===== src/rtl/serial_sub_pkg.sv =====
// Shared types and helpers for the digit-serial subtractor.
// The optional overflow output is enabled with SERIAL_SUB_OVF_EN.
package serial_sub_pkg;

    typedef enum logic [1:0] {
        IDLE = 2'd0,
        BUSY = 2'd1,
        DONE = 2'd2
    } sub_state_t;

    function automatic int num_digits(input int width, input int digit);
        return width / digit;
    endfunction

    // The digit counter is four bits wide, so at most sixteen digits fit.
    function automatic bit digits_ok(input int width, input int digit);
        return (digit >= 1) && (digit <= width) && ((width % digit) == 0)
               && ((width / digit) <= 16);
    endfunction

endpackage


===== src/rtl/serial_subtractor_digit.sv =====
// Combinational ripple of DIGIT full-subtractor cells.
// Computes diff = a - b - b_in for one digit and returns the borrow out.
module digit_subtractor #(
    parameter int DIGIT = 4
) (
    input  logic [DIGIT-1:0] a,
    input  logic [DIGIT-1:0] b,
    input  logic             b_in,
    output logic [DIGIT-1:0] diff,
    output logic             b_out
);

    logic [DIGIT:0] borrow;

    assign borrow[0] = b_in;

    for (genvar i = 0; i < DIGIT; i++) begin : g_cell
        assign diff[i]       = a[i] ^ b[i] ^ borrow[i];
        assign borrow[i + 1] = (~a[i] & b[i]) | (~(a[i] ^ b[i]) & borrow[i]);
    end

    assign b_out = borrow[DIGIT];

endmodule


===== src/rtl/serial_subtractor.sv =====
// Digit-serial subtractor: diff = a - b - b_in, DIGIT bits per clock, LSB first.
// Define SERIAL_SUB_OVF_EN to add the registered signed-overflow output ovf.
module serial_subtractor
    import serial_sub_pkg::*;
#(
    parameter int WIDTH = 16,
    parameter int DIGIT = 4
) (
    input  logic             clk,
    input  logic             rst,
    input  logic             in_valid,
    output logic             in_ready,
    input  logic [WIDTH-1:0] a,
    input  logic [WIDTH-1:0] b,
    input  logic             b_in,
    output logic             out_valid,
    input  logic             out_ready,
`ifdef SERIAL_SUB_OVF_EN
    output logic             ovf,
`endif
    output logic [WIDTH-1:0] diff,
    output logic             b_out
);

    localparam int NUM_DIGITS = num_digits(WIDTH, DIGIT);
    localparam logic [3:0] LAST_CNT = 4'(NUM_DIGITS - 1);

    if (!digits_ok(WIDTH, DIGIT)) begin : g_bad_params
        $error("serial_subtractor: DIGIT must divide WIDTH with at most 16 digits");
    end

    sub_state_t       state_q, state_d;
    logic [3:0]       cnt_q, cnt_d;
    logic [WIDTH-1:0] a_q, a_d;
    logic [WIDTH-1:0] b_q, b_d;
    logic             borrow_q, borrow_d;
    logic [WIDTH-1:0] diff_q, diff_d;
    logic             b_out_q, b_out_d;
`ifdef SERIAL_SUB_OVF_EN
    logic             ovf_q, ovf_d;
`endif

    logic [DIGIT-1:0] a_dig, b_dig, dig_diff;
    logic             dig_bout;
    logic [WIDTH-1:0] diff_shifted;

    assign a_dig = a_q[int'(cnt_q) * DIGIT +: DIGIT];
    assign b_dig = b_q[int'(cnt_q) * DIGIT +: DIGIT];

    digit_subtractor #(
        .DIGIT (DIGIT)
    ) u_digit (
        .a     (a_dig),
        .b     (b_dig),
        .b_in  (borrow_q),
        .diff  (dig_diff),
        .b_out (dig_bout)
    );

    // New digits enter at the MSB so the full result is aligned after the last digit.
    if (DIGIT == WIDTH) begin : g_full_shift
        assign diff_shifted = dig_diff;
    end else begin : g_part_shift
        assign diff_shifted = {dig_diff, diff_q[WIDTH-1:DIGIT]};
    end

    always_comb begin
        state_d  = state_q;
        cnt_d    = cnt_q;
        a_d      = a_q;
        b_d      = b_q;
        borrow_d = borrow_q;
        diff_d   = diff_q;
        b_out_d  = b_out_q;
`ifdef SERIAL_SUB_OVF_EN
        ovf_d    = ovf_q;
`endif
        case (state_q)
            IDLE: begin
                if (in_valid) begin
                    state_d  = BUSY;
                    a_d      = a;
                    b_d      = b;
                    borrow_d = b_in;
                    cnt_d    = '0;
                end
            end
            BUSY: begin
                diff_d   = diff_shifted;
                borrow_d = dig_bout;
                cnt_d    = cnt_q + 4'd1;
                if (cnt_q == LAST_CNT) begin
                    state_d = DONE;
                    b_out_d = dig_bout;
`ifdef SERIAL_SUB_OVF_EN
                    ovf_d   = (a_q[WIDTH-1] != b_q[WIDTH-1]) &&
                              (dig_diff[DIGIT-1] != a_q[WIDTH-1]);
`endif
                end
            end
            DONE: begin
                if (out_ready) begin
                    state_d = IDLE;
                end
            end
            default: state_d = IDLE;
        endcase
    end

    always_ff @(posedge clk) begin
        if (rst) begin
            state_q  <= IDLE;
            cnt_q    <= '0;
            a_q      <= '0;
            b_q      <= '0;
            borrow_q <= 1'b0;
            diff_q   <= '0;
            b_out_q  <= 1'b0;
`ifdef SERIAL_SUB_OVF_EN
            ovf_q    <= 1'b0;
`endif
        end else begin
            state_q  <= state_d;
            cnt_q    <= cnt_d;
            a_q      <= a_d;
            b_q      <= b_d;
            borrow_q <= borrow_d;
            diff_q   <= diff_d;
            b_out_q  <= b_out_d;
`ifdef SERIAL_SUB_OVF_EN
            ovf_q    <= ovf_d;
`endif
        end
    end

    assign in_ready  = (state_q == IDLE);
    assign out_valid = (state_q == DONE);
    assign diff      = diff_q;
    assign b_out     = b_out_q;
`ifdef SERIAL_SUB_OVF_EN
    assign ovf       = ovf_q;
`endif

endmodule


===== config.mk =====
export PLATFORM = sky130hd
export DESIGN_NAME = serial_subtractor
export DESIGN_NICKNAME = d
export VERILOG_FILES = /design/src/rtl/serial_sub_pkg.sv /design/src/rtl/serial_subtractor_digit.sv /design/src/rtl/serial_subtractor.sv
export SDC_FILE = /design/constraint.sdc
export NUM_CORES = 1
export LEC_CHECK = 0
export ABC_CLOCK_PERIOD_IN_PS = 3550
export BUFFER_PORTS_ARGS = -buffer_cell sky130_fd_sc_hd__buf_4
export CORE_ASPECT_RATIO = 0.9
export CORE_MARGIN = 1.5
export CORE_UTILIZATION = 43
export CTS_CLUSTER_SIZE = 14
export DETAILED_ROUTE_END_ITERATION = 8
export GPL_TIMING_DRIVEN = 0
export PLACE_DENSITY = 0.66
export SYNTH_ARGS = -nofsm -noshare
export SYNTH_HDL_FRONTEND = slang
export SYNTH_SLANG_ARGS = --single-unit

===== constraint.sdc =====
create_clock -name clk -period 3.55 [get_ports clk]
set_clock_uncertainty 0.1 [all_clocks]
set_input_delay 0.71 -clock clk [delete_from_list [all_inputs] [get_ports clk]]
set_output_delay 0.71 -clock clk [all_outputs]
set_load 0.05 [all_outputs]

* After elaboration in Yosys (flattened, before gate mapping)
Cells that the tools add are included.
** Storage, ports and cells
- Flip-flop bits (word level) :: 56
- Output and inout port bits :: 19
- Logic and storage cells :: 58
** Cells by class
- $add $sub $neg :: 1
- Equal/unequal tests :: 6
- Shift operators :: 2
- Muxes and demuxes :: 8
- Bitwise operators :: 28
- Reductions and logical operators :: 6
** Operators with widths (number)
- $shiftx 16x7->4 :: 2
- $and 1x1->1 :: 8
- $not 1->1 :: 8
- $pmux 4 s2 :: 1
- $xor 1x1->1 :: 8
- $mux 2 :: 3
- $pmux 2 s3 :: 1
- $reduce_and 2->1 :: 3
- $add 4x1->4 const B :: 1
- $eq 4x2->1 const B :: 1
- $mux 4 :: 1
- $ne 2x2->1 const B :: 2
- $or 1x1->1 :: 4
- $reduce_and 3->1 :: 1
- $eq 2x1->1 const B :: 1
- $eq 2x2->1 const B :: 1
- $logic_not 2->1 :: 1
- $ne 2x1->1 const B :: 1
- $pmux 1 s2 :: 1
- $reduce_bool 2->1 :: 1
- $mux 1 :: 1

* Longest topological paths before layout
- Depth in word-level cells :: 12
- Depth in mapped cells :: 10
- Depth with buffers taken out :: 9

* By module
A second synthesis with hierarchy kept.
** Second synthesis, totals
- Cell total of the unflattened synthesis :: 288
- Area, all modules :: 2444.8 sq um
** By module, submodules not included
- serial_subtractor :: instances 1, cells an instance 274, area an instance 2327.2 sq um, seq. area each 1121.1 sq um
- digit_subtractor :: instances 1, cells an instance 14, area an instance 117.6 sq um, seq. area each 0.0 sq um

* Worst setup path after synthesis
Ideal clock, no wire load.
- Path type :: reg-to-reg
- Start :: reg cnt_q[0]
- End :: reg diff_q[15], in the netlist diff[15]
- Library setup time :: 0.086 ns
- Arrival :: 3.037 ns
- Slack :: 0.327 ns
- Cell stages (with the launch flop) :: 10
- Path buffers :: 1
- Clock period less this slack :: 3.223 ns
- Cells stage by stage :: dfxtp_1 -> buf_2 -> mux4_2 -> and2_1 -> fa_1 -> fa_1 -> fa_1 -> inv_1 -> fa_1 -> a211oi_1
** Between the ends
- Word-level cells in the longest chain between the ends :: 10
- Elaborated cells on any way between the ends :: 22
- Classes of those cells :: shift: 2; bitwise: 20
** Ends and longest elaborated chain
- from (decl) :: line serial_subtractor.sv:33 : logic [3:0] cnt_q, cnt_d;
- from (signal assigned) :: line serial_subtractor.sv:124 : cnt_q <= cnt_d;
- $shiftx 16x7->4 (on tied branches) :: line serial_subtractor.sv:47, serial_subtractor.sv:48
- $xor 1x1->1 :: line serial_subtractor_digit.sv:19 : assign borrow[i + 1] = (~a[i] & b[i]) | (~(a[i] ^ b[i]) & borrow[i]);
- $not 1->1 :: line serial_subtractor_digit.sv:19
- $and 1x1->1 :: line serial_subtractor_digit.sv:19
- $or 1x1->1 :: line serial_subtractor_digit.sv:19
- $and 1x1->1 :: line serial_subtractor_digit.sv:19
- $or 1x1->1 :: line serial_subtractor_digit.sv:19
- $and 1x1->1 :: line serial_subtractor_digit.sv:19
- $or 1x1->1 :: line serial_subtractor_digit.sv:19
- $xor 1x1->1 * :: line serial_subtractor_digit.sv:18 : assign diff[i] = a[i] ^ b[i] ^ borrow[i];
- to (signal assigned) :: line serial_subtractor.sv:128 : diff_q <= diff_d;
- to (decl) :: line serial_subtractor.sv:37 : logic [WIDTH-1:0] diff_q, diff_d;
Mark *: on every way between the ends. The rest lies on a longest branch, timed or not.
A chain may end at the register's enable or synchronous reset.

* Worst setup path in the final report
Same ends and word-level chain as after synthesis.

==> results by stage <==
Logic synthesis:
- Yosys printed 0 warnings.
- The number of nets produced by synthesis is 320.
- In the synthesized netlist, the cells that appear most often are nand2_1, dfxtp_1, a21oi_1.
- The predominant post-synthesis flop cell is dfxtp_1.
- The synthesized design devotes to its leading area cell type 46.7% of total area.
- The share of the Yosys chip area taken by registers is 46.7%.
- Sorting the synthesized cells by area gives the leading types as dfxtp_1, nand2_1, a21oi_1, mux4_2, fa_1.
- The library cell with the highest instance count after synthesis is nand2_1.
- The average instance in the mapped netlist occupies 8.63 µm².
- The cell area that synthesis handed to floorplanning was 2400 µm².
- The number of distinct standard cells referenced by the synthesized netlist is 32.
- The synthesized flop and latch total is 56.
- The library cell with the largest summed area after synthesis is dfxtp_1.
- The fraction of synthesis flops using an asynchronous set or reset pin is 0%.
- Counting flops with a built-in enable in the synthesized netlist gives 0.
- The post-synthesis instance total is 278.

Final layout:
- After the last flow step, the layout net total stands at 381.
- The number of antenna diodes in the final layout is 0.
- The utilization after layout is 56.3%.
- The layout cell share with drive strength beyond 1 is 26.2%.
- The area growth from synthesis to layout is 24.7%.

STA:
- Setup violations remaining at the end of the flow were counted as 0.
- Setup repair after global routing left no endpoint under its margin.
- The tightest slew margin relative to the limit is 67.5%.
- The actual slew at the worst max-slew pin is 488 ps.
- The worst path in the final design needs a cycle of 3310 ps, including I/O delays and setup.
- The sum of negative setup slack is 0 ps.
- The number of endpoints with negative hold slack in the final report is 0.
- The count of pins over their slew limit is 0.
- The final clock period utilization by the worst path is 93.4%.
- The maximum achievable frequency is 302 MHz.

CTS:
- The number of H-tree levels is 2.
- The register clock-pin slew on the reported worst setup and hold paths is 110 ps.
- Hold repair after CTS inserted 0 buffers.
- Clock tree synthesis inserted a total of 5 buffers.
- The CTS sink count is 56.
- The clock latency on the worst-skew pair is 310 ps.
- TritonCTS built the clock tree.
- The tree is rooted in a clkbuf_8.
- The buffer levels on the longest clock path is 2.
- Once the clock tree was built, the setup fixing pass inserted 0 buffers.

Placement:
- The detailed-placement wirelength estimate is 3810 µm.
- Port buffering added 54 buffers.
- At the end of routability-driven placement, the weighted congestion stood at 0.832.

Floorplan:
- For this configuration, the core starts out at a cell density of 45.1%.
- The floorplan step defined a core boundary enclosing 5320 µm².
- Row generation in the floorplan step produced 25 rows.
- The full die area is 6040 µm².
- The chip height is 73.9 µm.
- 56 I/O pins were placed.
- The die boundary width is 81.7 µm.

Detailed routing:
- The top layer used by detailed routing is met4.
- The detail route stage leaves a number of antenna-violating nets equal to 0.
- The sum of met3 wire segment lengths after detailed routing is 242 µm.
- The average vias per placed instance is 4.94.
- The routed length on met2 is 2420 µm.
- The total DRC errors in the routed layout is 0.
- The first detailed-routing pass ran for 4 iterations.
- The post-detailed-routing wire length is 5300 µm.
- Dividing the detail-routed wire length by the instance count gives 13.0 µm.
- In the final routing, the length of wire on met1 measures 2600 µm.
- The detailed router finished its first iteration with 113 violations.
- The overall via count from detail_route is 2009.

Setup path:
- Traced cell by cell, the critical path runs through buf_6 -> mux4_2 -> and2_1 -> fa_1 -> fa_1 -> fa_1 -> inv_1 -> fa_1 -> a211oi_1.
- The launching element type of the critical path is a register.
- The most prevalent standard cell on the critical path is fa_1.
- Along the worst path, the maximum fanout reaches 10.
- STA classifies the critical path endpoint as a register.
- The beginning of the critical path is cnt_q[0].
- Data arrives at the worst endpoint at 3430 ps.
- The depth of the worst register-to-register path is 9.
- On the worst path, the slowest cell contributes a delay of 520 ps.
- The launching point of the worst reg2reg path is cnt_q[0].
- The cell with the biggest individual delay on the critical path is mux4_2.
- The endpoint required time on the critical path is 3670 ps.
- The critical path in this run is classified as reg2reg.

Global route:
- The number of antenna violations at the first check in global routing came to 0.
- The first global-routing pass estimated 8670 µm of wire.
- The largest net degree at the start of global routing is 18.
- The via count of the first global-routing pass is 1840.
- After global routing the overflow that remains totals 0.
- The overall global routing resource usage is 18.9%.

Run status:
- The flow ran to the end, and the final reports show no timing, DRC or antenna violations.

Power and ir drop:
- The total leakage power is 1.19 nW.
- Dividing total power by cell area gives a power density of 424 nW/µm².
- The design draws 1.27 mW.
- The worst supply voltage drop on vdd is 0.239 mV.

Hold path:
- The depth of the worst hold-timing path is 2.
- The worst hold path belongs to the class reg2reg.
- The source of the worst hold timing path is b_q[3].

Run:
- The reported max-cap violation count is 0.
state kept, by name, summed over array words and instances, names as in the netlist:
signal and cells:
diff 16, b_out 1, b_q 16, cnt_q 4, a_q 16, borrow_q 1
state_q 2
critical path, delay by kind of cell, from the launching register on:
family | cells | cell delay (ps)
adder cells (fa/ha/maj) | 4 | 1590
buffers and inverters | 2 | 270
AND/OR/NAND/NOR | 1 | 190
AO/OA/AOI/OAI | 1 | 190
flip-flops | 1 | 360
multiplexers | 1 | 520
cell type report:
cell class              instances  area (µm²)
fillers                       517        2330
clock inverters                 2        15.0
flip-flops and latches         56        1120
well taps                      67        83.8
repair buffers                 54         405
plain buffers                  22         141
inverters                       4        15.0
multi-input cells             196        1130
clock buffers                   6        82.6
per-layer routing:
| metal | track usage (%) | vias to the layer above |
|---|---|---|
| met5 | 0 | - |
| met4 | 4.52 | 0 |
| met3 | 3.73 | 4 |
| met2 | 29.3 | 49 |
| met1 | 27.1 | 913 |
| li1 | - | 1043 |
repair_timing:
action                                 in CTS  in global routing
gates resized for setup                     0                  3
endpoints found under the hold margin       0                  0
setup endpoints to repair                   0                  1
power breakdown:
group	internal [mW]	switching (mW)	total [mW]
combinational	0.0999	0.129	0.228
sequential	0.659	0.0169	0.676
clock	0.158	0.205	0.364
total	0.918	0.351	1.27
placed cells by master, fill, tap and decap left out, types with 6 or more instances in the layout:
master / instances
nand2_1: 100
nor2_1: 7
buf_2: 8
a21oi_1: 51
mux4_2: 8
clkbuf_8: 6
buf_4: 55
clkbuf_1: 7
dfxtp_1: 56
buf_6: 6
kinds of logic after synthesis:
| kind of cell | count (synthesis) | share of synthesized area [%] |
|---|---|---|
| multiplexers | 9 | 7.93 |
| buffers and inverters | 26 | 6.26 |
| adder cells (fa/ha/maj) | 5 | 3.86 |
| AND/OR/NAND/NOR | 123 | 21.8 |
| XOR/XNOR | 1 | 0.365 |
| flip-flops | 56 | 46.7 |
| AO/OA/AOI/OAI | 58 | 13.1 |
through the flow:
stage          instances  area, µm²  setup WS, ps  hold WS [ps]
6_report             407       2990           235           357
5_1_grt              407       2990          38.9           375
4_1_cts              407       2990          45.7           360
3_5_place_dp         399       2890          88.7           345
3_3_place_gp         399       2890           143           340
2_1_floorplan        278       2400           327           333
worst paths after layout:
kind / end / slack, ps
worst min register to register: b_q[3] / 360
worst min-delay path: b_q[3] / 360
worst max-delay path: diff[15] / 240
worst max register to register: diff[15] / 240
(Power assumes the default switching activity.)
